## src/rtl/video_cfg_ctrl.sv

```systemverilog
// Button-driven video configuration: synchronise and debounce the buttons, stage
// pattern/brightness/blank changes in shadow registers, and commit them at a frame boundary.
module video_cfg_ctrl #(
  parameter int DEBOUNCE_CYCLES = 65536,
  parameter int FRAME_TIMEOUT   = 2000000,
  parameter int NUM_PATTERNS    = 8
) (
  input  logic       clk,
  input  logic       reset,
  input  logic [3:0] btn,
  input  logic       frame_start,
  output logic [2:0] pattern_sel,
  output logic [3:0] brightness,
  output logic       blank,
  output logic       cfg_update,
  output logic       pending
);

  // state   | meaning
  // IDLE    | committed outputs match shadow, nothing waiting
  // PENDING | shadow changed, waiting for frame_start or the timeout
  // COMMIT  | one cycle: shadow copied to outputs on the closing edge

  typedef enum logic [1:0] {IDLE, PENDING, COMMIT} state_t;

  localparam int             DW       = $clog2(DEBOUNCE_CYCLES) + 1;
  localparam logic [DW-1:0]  DB_LAST  = DW'(DEBOUNCE_CYCLES - 1);
  localparam int             TW       = $clog2(FRAME_TIMEOUT) + 1;
  // Down-counter loaded so the commit lands FRAME_TIMEOUT+1 cycles after the event.
  localparam logic [TW-1:0]  TO_LOAD  = (FRAME_TIMEOUT >= 2) ? TW'(FRAME_TIMEOUT - 2) : '0;
  localparam logic [2:0]     PAT_LAST = 3'(NUM_PATTERNS - 1);

  logic [3:0]    sync1, sync2, deb, deb_d;
  logic [DW-1:0] db_cnt [4];
  logic [3:0]    ev;
  logic          any_ev;

  logic [2:0]    shd_pat, shd_pat_nxt;
  logic [3:0]    shd_bri, shd_bri_nxt;
  logic          shd_blank, shd_blank_nxt;

  state_t        state, state_nxt;
  logic [TW-1:0] tcnt, tcnt_nxt;

  assign ev      = deb & ~deb_d;
  assign any_ev  = |ev;
  assign pending = (state != IDLE);

  always_comb begin
    shd_pat_nxt   = shd_pat;
    shd_bri_nxt   = shd_bri;
    shd_blank_nxt = shd_blank;
    case (ev[1:0])
      2'b01:   shd_pat_nxt = (shd_pat == PAT_LAST) ? 3'd0 : shd_pat + 3'd1;
      2'b10:   shd_pat_nxt = (shd_pat == 3'd0) ? PAT_LAST : shd_pat - 3'd1;
      2'b11:   shd_blank_nxt = ~shd_blank;
      default: ;
    endcase
    case (ev[3:2])
      2'b01:   shd_bri_nxt = (shd_bri == 4'd15) ? 4'd15 : shd_bri + 4'd1;
      2'b10:   shd_bri_nxt = (shd_bri == 4'd0) ? 4'd0 : shd_bri - 4'd1;
      2'b11:   shd_bri_nxt = 4'd8;
      default: ;
    endcase
  end

  always_comb begin
    state_nxt = state;
    tcnt_nxt  = tcnt;
    case (state)
      IDLE: begin
        if (any_ev) begin
          state_nxt = PENDING;
          tcnt_nxt  = TO_LOAD;
        end
      end
      PENDING: begin
        if (frame_start || tcnt == '0) state_nxt = COMMIT;
        else                           tcnt_nxt  = tcnt - TW'(1);
      end
      COMMIT: begin
        if (any_ev) begin
          state_nxt = PENDING;
          tcnt_nxt  = TO_LOAD;
        end else begin
          state_nxt = IDLE;
        end
      end
      default: state_nxt = IDLE;
    endcase
  end

  always_ff @(posedge clk) begin
    if (reset) begin
      sync1       <= '0;
      sync2       <= '0;
      deb         <= '0;
      deb_d       <= '0;
      for (int i = 0; i < 4; i++) db_cnt[i] <= '0;
      shd_pat     <= 3'd0;
      shd_bri     <= 4'd15;
      shd_blank   <= 1'b0;
      state       <= IDLE;
      tcnt        <= '0;
      pattern_sel <= 3'd0;
      brightness  <= 4'd15;
      blank       <= 1'b0;
      cfg_update  <= 1'b0;
    end else begin
      sync1 <= btn;
      sync2 <= sync1;
      deb_d <= deb;
      for (int i = 0; i < 4; i++) begin
        if (sync2[i] == deb[i]) begin
          db_cnt[i] <= '0;
        end else if (db_cnt[i] == DB_LAST) begin
          deb[i]    <= sync2[i];
          db_cnt[i] <= '0;
        end else begin
          db_cnt[i] <= db_cnt[i] + DW'(1);
        end
      end
      shd_pat    <= shd_pat_nxt;
      shd_bri    <= shd_bri_nxt;
      shd_blank  <= shd_blank_nxt;
      state      <= state_nxt;
      tcnt       <= tcnt_nxt;
      cfg_update <= (state == COMMIT);
      if (state == COMMIT) begin
        pattern_sel <= shd_pat;
        brightness  <= shd_bri;
        blank       <= shd_blank;
      end
    end
  end

endmodule

```

## config.mk

```make
export PLATFORM = sky130hd
export DESIGN_NAME = video_cfg_ctrl
export DESIGN_NICKNAME = d
export VERILOG_FILES = /design/src/rtl/video_cfg_ctrl.sv
export SDC_FILE = /design/constraint.sdc
export NUM_CORES = 1
export LEC_CHECK = 0
export BUFFER_PORTS_ARGS = -buffer_cell sky130_fd_sc_hd__buf_2
export CAP_MARGIN = 20
export CORE_ASPECT_RATIO = 0.7
export CORE_UTILIZATION = 55
export CTS_BUF_LIST = sky130_fd_sc_hd__clkbuf_4
export DETAILED_ROUTE_END_ITERATION = 8
export PLACE_DENSITY = 0.81
export SYNTH_ARGS = -nofsm -noshare
export SYNTH_HDL_FRONTEND = slang
export SYNTH_SLANG_ARGS = --single-unit
```

## constraint.sdc

```tcl
create_clock -name clk -period 4.3 [get_ports clk]
set_input_delay 0.645 -clock clk [delete_from_list [all_inputs] [get_ports clk]]
set_output_delay 0.645 -clock clk [all_outputs]
set_load 0.01 [all_outputs]
```

# Yosys cells after proc, flatten, opt, wreduce, memory -nomap -nowiden
# Memory sizes are Yosys's and may differ from the RTL's.
# Index checks and enable logic that the tools add are counted.
totals:
  ff_bits: 57
  ram_bits: 68
  input_bits: 7
  output_inout_bits: 10
  elab_cells: 155
  mem_count: 1
mem_list:
  columns: ["name", "words", "word_bits", "read_ports", "rd_clocked_by_memory_dff", "write_ports", "line_no", "text"]
  rows:
  - ["db_cnt", 4, 17, 4, 0, 4, "34", "logic [DW-1:0] db_cnt [4];"]
classes:
  n_addsub: 9
  n_eq_ne: 22
  mux: 71
  bitwise_logic: 19
  n_reduce_logical: 17
ops:
  columns: ["operator", "count"]
  rows:
  - ["2-to-1 mux 17 bit", 12]
  - ["adder 17 x 1 -> 17 bit, second input constant", 4]
  - ["equality test 17 x 16 -> 1 bit, second input constant", 4]
  - ["2-to-1 mux 1 bit", 47]
  - ["2-to-1 mux 22 bit", 2]
  - ["one-hot mux 22 bit (2 select lines)", 1]
  - ["zero test 22 bit", 1]
  - ["subtractor 22 x 1 -> 22 bit, second input constant", 1]
  - ["OR 1 bit", 12]
  - ["one-hot mux 4 bit (3 select lines)", 1]
  - ["equality test 2 bit, second input constant", 5]
  - ["AND reduction 2 bit", 5]
  - ["2-to-1 mux 4 bit", 2]
  - ["equality test 2 x 1 -> 1 bit, second input constant", 3]
  - ["2-to-1 mux 3 bit", 2]
  - ["!= test 2 bit, second input constant", 3]
  - ["one-hot mux 2 bit (3 select lines)", 1]
  - ["one-hot mux 3 bit (2 select lines)", 1]
  - ["nonzero test 2 bit", 3]
  - ["NOT 1 bit", 5]
  - ["adder 4 x 1 -> 4 bit, second input constant", 1]
  - ["bitwise AND 4 bit", 1]
  - ["equality test 1 bit", 4]
  - ["equality test 4 bit, second input constant", 1]
  - ["15 further kinds", 16]

# Depth between registers and ports, before layout
# Gate-level depths: netlist of the first run.
# An unclocked memory read counts as a cell.
logic_depth:
  depth_word: 8
  mapped_depth: 9
  mapped_depth_nobuf: 7

# Least setup slack after synthesis of the first run
# OpenSTA, ideal clock, no wires.
synth_path:
  path_kind: "flip-flop to flip-flop"
  start: "memory db_cnt[0][0] (netlist bit)"
  end: "memory db_cnt[0][10] (netlist bit), data pin"
  setup_time_ns: 0.266
  t_arrival_ns: 2.058
  required_ns: 4.034
  setup_slack_ns: 1.976
  stages_incl_launch_ff: 10
  path_buffers: 2
  synth_period_minus_slack_ns: 2.324
  cell_sequence: "edfxtp_1 ha_1 nand3_1 nor4_1 and2_1 ha_1 or3_1 clkbuf_1 clkbuf_1 nor2_1"
synth_rtl:
  columns: ["element", "line_no"]
  rows:
  - ["start, declared", "34"]

==> results.tsv, run 1 <==
metric	value	unit
vias	4444	
drcViolationCount	0	
fin_util	64.7	%
met2WireLength	4690	µm
leakage	2.60	nW
yosysWarnings	0	
skew	0.0239	ns
crit_cells	7	
worstPathArrival	2.72	ns
power_density	317	mW/mm²
fin_tns_setup	0	ns
ys_seq_area_share	51.7	%
worst_ep_required_time	4.54	ns
ys_types	53	
hold_path.class	input pin to flip-flop	
cp-endpoint	db_cnt[0][3]	
top_layer	met4	
io_pins	17	
cap_violations	0	
die_w	128	µm
crit_chain	ha_1, nand3_1, nor4_1, and2_1, ha_1, or3_1, nor2_1	
synthCells	614	
crit_buf_inv	0	
timing.final.crit_share	57.7	%
post_cts_buffers	0	
place_hpwl	7660	µm
die_area	0.0116	mm²
synth.most_common_cell	nor2_1	
synth_area_leaders	edfxtp_1 33%, dfxtp_1 19%, xor2_1 5.8%, nor2_1 5.5%, ha_1 3.9%	
finalSetupViolCount	0	
synth-seq-cells	125	
core.rowCount	31	
via_per_inst	5.20	
reg2reg_from	db_cnt[0][0]	
synth_edf_count	68	
r2r_slack	1.82	ns
maxSlewHeadroom	51.2	%
finalMaxSlewViolations	0	
crit_slowest_cell	or3_1	
cts_made_buffers	17	
drt_iter0_drc	347	
cts_resized	0	
hold_viol_final	0	
die_h	90.5	µm
syn_area	0.00615	mm²
grt_max_degree	38	
critPathMostFrequentCell	ha_1	
worstSkewPairLatency	0.52	ns
regArea	0.00318	mm²
cts.path.max_buffers	2	
start_util	58.1	%
fill_cells	880	
hold_buffers	0	
period_minus_slack	2.48	ns
syn_avg_cell_area	10.0	µm²
root_buffer	clkbuf_4	
endpoint_kind	flip-flop	
antenna_found_initial	0	
ant_nets	0	
nNetsFinal	720	
cp_max_fo	17	
crit_path_start_kind	flip-flop	
first_pass_iters	5	
routabilityCongestion	0.857	
critPathMaxStageDelay	0.48	ns
peakVddDrop	0.000185	V
critical_path.top_delay_family	simple AND/OR/NAND/NOR gates	
synthTopCellsByCount	90 x nor2_1, 68 x edfxtp_1, 57 x dfxtp_1	
cts_tree	built	
track_usage	20.4	%
grt_first_pass_wirelength	18700	µm
drt-total-wl	10800	µm
rsz0062_at_grt	false	
path_class	flip-flop to flip-flop	
h-tree-depth	4	
syn_to_final_growth	11.3	%
synth_top_area_share	33.2	%
port_buffers	16	
clk_transition_reported_paths	0.10	ns
synth_top_flop_cell	edfxtp_1	
drive_above_1_share	8.63	%
tightest_slew	0.725	ns
grt_pass1_vias	4201	
core	0.0106	mm²
synthArstFlopShare	0	%
yosysTopAreaCell	edfxtp_1	
cp-startpoint	db_cnt[0][0]	
dr_wl_met3	488	µm
outcome	complete, no violations	
max_freq	0.403	GHz
diodes	0	
clkSinkCount	125	
r2r_cells	7	
grt_overflow_total	0	
multi_input_area	0.00303	mm²
r2r-end	db_cnt[0][3]	
wl_per_cell	12.6	µm
m1WireLength	5460	µm
-- final cells by class --
cell class / count / area share, %
clock buffer: 23 / 2.52
clock inverter: 9 / 1.39
inverter: 25 / 1.37
multi-input combinational: 508 / 44.3
sequential: 125 / 46.5
tap: 148 / 2.70
timing repair buffer: 17 / 1.28
-- state kept, by name (all words and copies together) (netlist names) --
signal       cells
db_cnt          68
tcnt            22
brightness       4
deb              4
deb_d            4
shd_bri          4
sync1            4
sync2            4
pattern_sel      3
shd_pat          3
state            2
blank            1
cfg_update       1
shd_blank        1
-- layout by cell type, fill, tap and decap left out, types with 11 or more instances in the layout --
master and instances:
dfxtp_1 57, nor2_1 90, nor3_1 11, ha_1 19, a21oi_1 27, edfxtp_1 68, inv_1 24, nor2b_1 15
nand3_1 26, xnor2_1 24, nand2_1 42, xor2_1 41, conb_1 68, buf_2 16, or3_1 15, nand4_1 16
o21ai_0 12, clkbuf_4 23
-- worst min path at each step --
stage | start | to | slack [ns] | cells after the start
global placement | sync1[0] | sync2[0] | 0.42 | 1
floorplan | sync1[0] | sync2[0] | 0.41 | 1
detailed placement | sync1[0] | sync2[0] | 0.42 | 1
global route | btn[2] | sync1[2] | 0.34 | 2
CTS | btn[3] | sync1[3] | 0.33 | 2
finish | btn[3] | sync1[3] | 0.37 | 2
-- report_power, final --
group	switching, W	total [W]	internal, W
logic	0.0000417	0.0000650	0.0000232
registers	0.0000257	0.00131	0.00129
clock network	0.000414	0.000792	0.000378
-- routing by layer --
layer,GRT usage [%],vias up
li1,-,2278
met1,28.3,2050
met2,30.6,102
met3,5.21,14
met4,7.55,0
met5,0,-
-- kinds of logic (layout without fill, tap and decap cells) --
kind of cell / Yosys count / after routing / share of synthesized area, %
AND/OR/NAND/NOR: 275 / 275 / 23.1
flip-flops: 125 / 125 / 51.7
AO/OA/AOI/OAI: 75 / 75 / 7.89
XOR/XNOR: 65 / 65 / 9.25
buffers and inverters: 48 / 74 / 3.07
adder cells (fa/ha/maj): 19 / 19 / 3.86
multiplexers: 6 / 6 / 0.976
other: 1 / 68 / 0.0610
-- through the flow --
| stage | worst slack (ns) | area [µm²] | power (W) | hold WS (ns) | instances |
|---|---|---|---|---|---|
| floorplan | 1.98 | 6400 | 0.00139 | 0.414 | 681 |
| global placement | 1.86 | 6580 | 0.00140 | 0.417 | 823 |
| global route | 1.52 | 6850 | 0.00226 | 0.338 | 855 |
| detailed placement | 1.79 | 6580 | 0.00140 | 0.423 | 823 |
| finish | 1.82 | 6850 | 0.00217 | 0.372 | 855 |
| CTS | 1.78 | 6850 | 0.00219 | 0.330 | 855 |
No activity file was read; power rests on OpenSTA's default activity.
==> run 2, diff against run 1 <==
- ABC_AREA: not set -> 1
- clock period: 4.3 -> 2.3 ns (I/O delays scaled with it)
==> results.tsv, run 2 <==
metric	value	unit
fill_cells	895	
first_pass_iters	4	
via_per_inst	4.92	
leakage	3.45	nW
finalNonFillerCells	1112	
power_density	541	mW/mm²
r2r-end	db_cnt[0][10]	
ys_seq_area_share	48.9	%
syn_avg_cell_area	7.92	µm²
worst_ep_required_time	2.59	ns
cts.path.max_buffers	2	
final_cell_mix	158 x nand2_1, 111 x nor2_1, 105 x inv_1	
final_common_cell	nand2_1	
skew	0.0133	ns
synthArstFlopShare	0	%
grt_overflow_total	0	
vias	5471	
rsz0062_at_grt	true	
finalMaxSlewViolations	0	
min_from	btn[2]	
h-tree-depth	4	
reg2reg_from	db_cnt[0][1]	
synth-seq-cells	125	
die_area	0.0123	mm²
timing.final.crit_share	104	%
io_pins	17	
violations	setup timing	
crit_path_start_kind	flip-flop	
die_w	132	µm
dp.cells	1065	
outcome	finished, violations left	
drive_above_1_share	16.7	%
max_freq	0.416	GHz
start_util	57.9	%
hold_viol_final	0	
port_buffers	16	
synth.most_common_cell	nand2_1	
synthTopCellsByCount	161 x nand2_1, 134 x nor2_1, 112 x inv_1	
peakVddDrop	0.000412	V
fin_util	68.8	%
reg_top3	db_cnt (68), tcnt (22)	
r2r_slack	-0.10	ns
largest_reg_flops	68	
cts_made_buffers	17	
path_class	flip-flop to flip-flop	
antenna_found_initial	0	
synth_edf_count	68	
synth_top_area_share	31.4	%
worstHoldPathCells	3	
setup_ws	-0.102	ns
drt_iter0_drc	387	
regMostFlops	db_cnt	
finalSetupViolCount	19	
place_hpwl	9210	µm
track_usage	22.4	%
hold_path.class	input pin to flip-flop	
synth_top_flop_cell	edfxtp_1	
endpoint_kind	flip-flop	
clk_transition_reported_paths	0.10	ns
die_h	93.0	µm
root_buffer	clkbuf_4	
cap_violations	0	
synth_area_leaders	edfxtp_1 31%, dfxtp_1 18%, nand2_1 9.3%, nor2_1 7.7%, inv_1 6.5%	
tightest_slew	0.542	ns
routabilityCongestion	0.880	
yosysWarnings	0	
core.rowCount	32	
cts_tree	built	
grt_pass1_vias	4864	
drcViolationCount	0	
cp_max_fo	8	
core	0.0113	mm²
maxSlewHeadroom	63.8	%
clkSinkCount	125	
wl_per_cell	12.3	µm
holdPathEnd	sync1[2]	
r2r_cells	17	
drt-total-wl	13700	µm
ant_nets	0	
diodes	0	
regArea	0.00318	mm²
syn_to_final_growth	18.9	%
worstPathArrival	2.69	ns
synthCells	822	
syn_area	0.00651	mm²
period_minus_slack	2.40	ns
nNetsFinal	972	
grt_max_degree	40	
yosysTopAreaCell	edfxtp_1	
ys_types	41	
worstSkewPairLatency	0.53	ns
multi_input_area	0.00326	mm²
grt_first_pass_wirelength	21800	µm
[run 2: metrics by stage]
stage          area [µm²]  total power [W]  setup WS, ns  TNS (ns)  hold WS, ns
2_1_floorplan        6760          0.00259        0.0280         0        0.388
3_3_place_gp         7110          0.00263        0.0387         0        0.389
3_5_place_dp         7110          0.00264       -0.0766    -0.810        0.393
4_1_cts              7440          0.00416      -0.00764  -0.00764      0.00267
5_1_grt              7740          0.00433        -0.222     -6.71      0.00390
6_report             7740          0.00418        -0.102     -1.01       0.0214
[run 2: cell type report]
class	instances	share of cell area, %
multi-input combinational	632	42.2
tap	153	2.47
clock inverter	11	1.60
inverter	117	5.74
sequential	125	41.1
clock buffer	21	2.04
timing repair buffer	53	4.85
[run 2: power breakdown]
part           total [W]  switching [W]  internal, W
clock            0.00156       0.000778     0.000779
sequential       0.00245      0.0000423      0.00241
combinational   0.000178       0.000116    0.0000616
total            0.00418       0.000937      0.00325
[run 2: worst max path at each step]
stage,startpoint,to,slack [ns],cells after the start
floorplan,db_cnt[2][0],db_cnt[2][12],0.03,15
global placement,db_cnt[0][0],db_cnt[0][7],0.04,17
detailed placement,db_cnt[0][1],db_cnt[0][7],-0.08,17
CTS,db_cnt[0][1],db_cnt[0][11],-0.008,17
global route,db_cnt[0][1],db_cnt[0][4],-0.22,17
finish,db_cnt[0][1],db_cnt[0][10],-0.10,17
[run 2: kinds of logic (layout without fill, tap and decap cells)]
group	count (synthesis)	after routing	share of synthesized area [%]
adder cells (fa/ha/maj)	19	19	3.65
AND/OR/NAND/NOR	400	400	26.4
AO/OA/AOI/OAI	129	129	10.7
buffers and inverters	132	202	8.15
XOR/XNOR	16	16	2.15
other	1	68	0.0576
flip-flops	125	125	48.9
[run 2: timing repair]
action,in CTS,in global routing
buffers inserted,1,12
gates cloned,1,0
endpoints found under the setup margin,28,69
hold buffers,0,1
hold endpoints to repair,0,1
gates resized for setup,12,64
pin swaps,5,25
[run 2: worst max-delay path, stage by stage (launching register included)]
cell      delay [ns]
edfxtp_1        0.38
ha_2            0.19
nand3_2         0.08
nor2_2          0.09
nand2_1         0.08
nor2_2          0.12
nand2_2         0.08
nor2_4          0.15
nand2_2         0.10
nor2_4          0.12
nand2_2         0.09
nor2_2          0.11
ha_2            0.18
inv_2           0.05
nand4_4         0.09
inv_4           0.08
nand2_1         0.12
a21oi_1         0.05
[run 2: layer usage]
layer / vias up / global-route usage [%] / wire length, µm / part of all wire [%]
met4: 0 / 7.66 / 214 / 1.6
met2: 139 / 34.0 / 6010 / 44
met3: 20 / 5.04 / 767 / 5.6
met1: 2424 / 31.6 / 6680 / 49
li1: 2888 / - / - / -
met5: - / 0 / 0 / 0
==> run 3, diff against run 2 <==
==> constraint.sdc (replaced) <==
create_clock -name clk -period 2.3 [get_ports clk]
set_input_delay 0.115 -clock clk [delete_from_list [all_inputs] [get_ports clk]]
set_output_delay 0.115 -clock clk [all_outputs]
set_load 0.01 [all_outputs]
==> results.tsv, run 3 (synthesis gave the netlist of run 2 again) <==
metric	value	unit
skew	0.0253	ns
worstSkewPairLatency	0.55	ns
fin_util	69.9	%
regMostFlops	db_cnt	
start_util	57.9	%
grt_pass1_vias	5071	
dp.cells	1065	
core	0.0113	mm²
r2r_cells	17	
regArea	0.00318	mm²
max_freq	0.403	GHz
setup_ws	-0.183	ns
reg_top3	db_cnt (68), tcnt (22)	
finalSetupViolCount	27	
clkSinkCount	125	
grt_overflow_total	0	
root_buffer	clkbuf_4	
rsz0062_at_grt	true	
leakage	3.52	nW
tightest_slew	0.534	ns
crit_path_start_kind	flip-flop	
largest_reg_flops	68	
path_class	flip-flop to flip-flop	
drt-total-wl	14300	µm
syn_to_final_growth	20.8	%
die_area	0.0123	mm²
nNetsFinal	990	
r2r_slack	-0.18	ns
reg2reg_from	db_cnt[0][1]	
cap_violations	0	
vias	5597	
r2r-end	db_cnt[0][7]	
die_h	93.0	µm
diodes	0	
final_cell_mix	159 x nand2_1, 112 x nor2_1, 104 x inv_1	
hold_viol_final	0	
cp_max_fo	8	
peakVddDrop	0.000431	V
routabilityCongestion	0.887	
outcome	finished, violations left	
min_from	btn[2]	
drive_above_1_share	18.1	%
power_density	522	mW/mm²
first_pass_iters	7	
track_usage	24.0	%
timing.final.crit_share	108	%
finalMaxSlewViolations	0	
worst_ep_required_time	2.59	ns
worstHoldPathCells	4	
hold_path.class	input pin to flip-flop	
grt_first_pass_wirelength	23200	µm
final_common_cell	nand2_1	
holdPathEnd	sync1[2]	
finalNonFillerCells	1130	
ant_nets	0	
grt_max_degree	40	
die_w	132	µm
endpoint_kind	flip-flop	
period_minus_slack	2.48	ns
via_per_inst	4.95	
maxSlewHeadroom	64.2	%
clk_transition_reported_paths	0.12	ns
port_buffers	16	
cts.path.max_buffers	2	
wl_per_cell	12.7	µm
io_pins	17	
worstPathArrival	2.77	ns
fill_cells	884	
core.rowCount	32	
drcViolationCount	0	
multi_input_area	0.00326	mm²
h-tree-depth	4	
antenna_found_initial	0	
violations	setup timing	
place_hpwl	9150	µm
drt_iter0_drc	371	
cts_made_buffers	17	
cts_tree	built	
[run 3: cell types whose count changed in the layout (fill, tap and decap cells not counted), sizes merged]
| cell | change |
|---|---|
| dlygate4sd3 | +5 |
| clkbuf | -1 |
| buf | +13 |
| clkinv | +2 |
| bufinv | -1 |
[run 3: area by class of cell]
type                    instances  share of cell area, %
multi-input cells             632                   41.5
clock inverters                12                   1.34
clock buffers                  20                   1.91
repair buffers                 71                   6.65
inverters                     117                   5.65
flip-flops and latches        125                   40.5
well taps                     153                   2.44
[run 3: per-layer routing]
layer | track usage (%) | up-vias | share of wire [%]
met5 | 0 | - | 0
met4 | 10.1 | 0 | 3.4
met3 | 5.09 | 42 | 5.3
met2 | 37.2 | 141 | 44
met1 | 32.8 | 2497 | 47
li1 | - | 2917 | -
[run 3: through the flow]
| step | total power, W | instance area (µm²) | setup TNS (ns) | hold WS (ns) | setup WS (ns) |
|---|---|---|---|---|---|
| 6_report | 0.00411 | 7860 | -2.87 | 0.314 | -0.183 |
| 5_1_grt | 0.00426 | 7860 | -9.26 | 0.316 | -0.307 |
| 4_1_cts | 0.00408 | 7560 | -0.144 | 0.286 | -0.0255 |
| 3_5_place_dp | 0.00264 | 7110 | -1.11 | 0.322 | -0.109 |
| 3_3_place_gp | 0.00263 | 7110 | 0 | 0.321 | 0.0391 |
| 2_1_floorplan | 0.00259 | 6760 | 0 | 0.222 | 0.0280 |
[run 3: how the worst max path moves through the flow]
| stage | start | to | slack [ns] | cells after the start |
|---|---|---|---|---|
| final | db_cnt[0][1] | db_cnt[0][7] | -0.18 | 17 |
| after CTS | db_cnt[0][1] | db_cnt[0][7] | -0.03 | 17 |
| after floorplan | db_cnt[2][0] | db_cnt[2][12] | 0.03 | 15 |
| after global placement | db_cnt[0][0] | db_cnt[0][7] | 0.04 | 17 |
| after global routing | db_cnt[0][1] | db_cnt[0][9] | -0.31 | 17 |
| after detailed placement | db_cnt[0][1] | db_cnt[0][7] | -0.11 | 17 |
[run 3: what timing repair did]
| action | in CTS | in global routing |
|---|---|---|
| gates resized for setup | 16 | 69 |
| pin swaps | 6 | 24 |
| buffers inserted | 12 | 14 |
| hold buffers | 6 | 0 |
| endpoints found under the hold margin | 6 | 0 |
| gates cloned | 1 | 0 |
| setup endpoints to repair | 27 | 68 |
[run 3: report_power, final]
part,switching (W),total [W],internal [W],leakage (nW)
clock network,0.000813,0.00147,0.000654,0.150
registers,0.0000440,0.00245,0.00241,1.16
logic,0.000120,0.000188,0.0000673,2.21
total,0.000978,0.00411,0.00313,3.52
[run 3: critical path, cell delays in order (launching register included)]
cell and delay (ns):
edfxtp_1 0.44, ha_2 0.21, nand3_2 0.08, nor2_2 0.12, nand2_2 0.06, nor2_2 0.10, nand2_1 0.08, nor2_2 0.17
nand2_2 0.10, nor2_2 0.11, nand2_1 0.08, nor2_2 0.11, ha_2 0.19, inv_2 0.05, nand4_4 0.10, inv_4 0.08
o21ai_1 0.07, a21oi_1 0.05
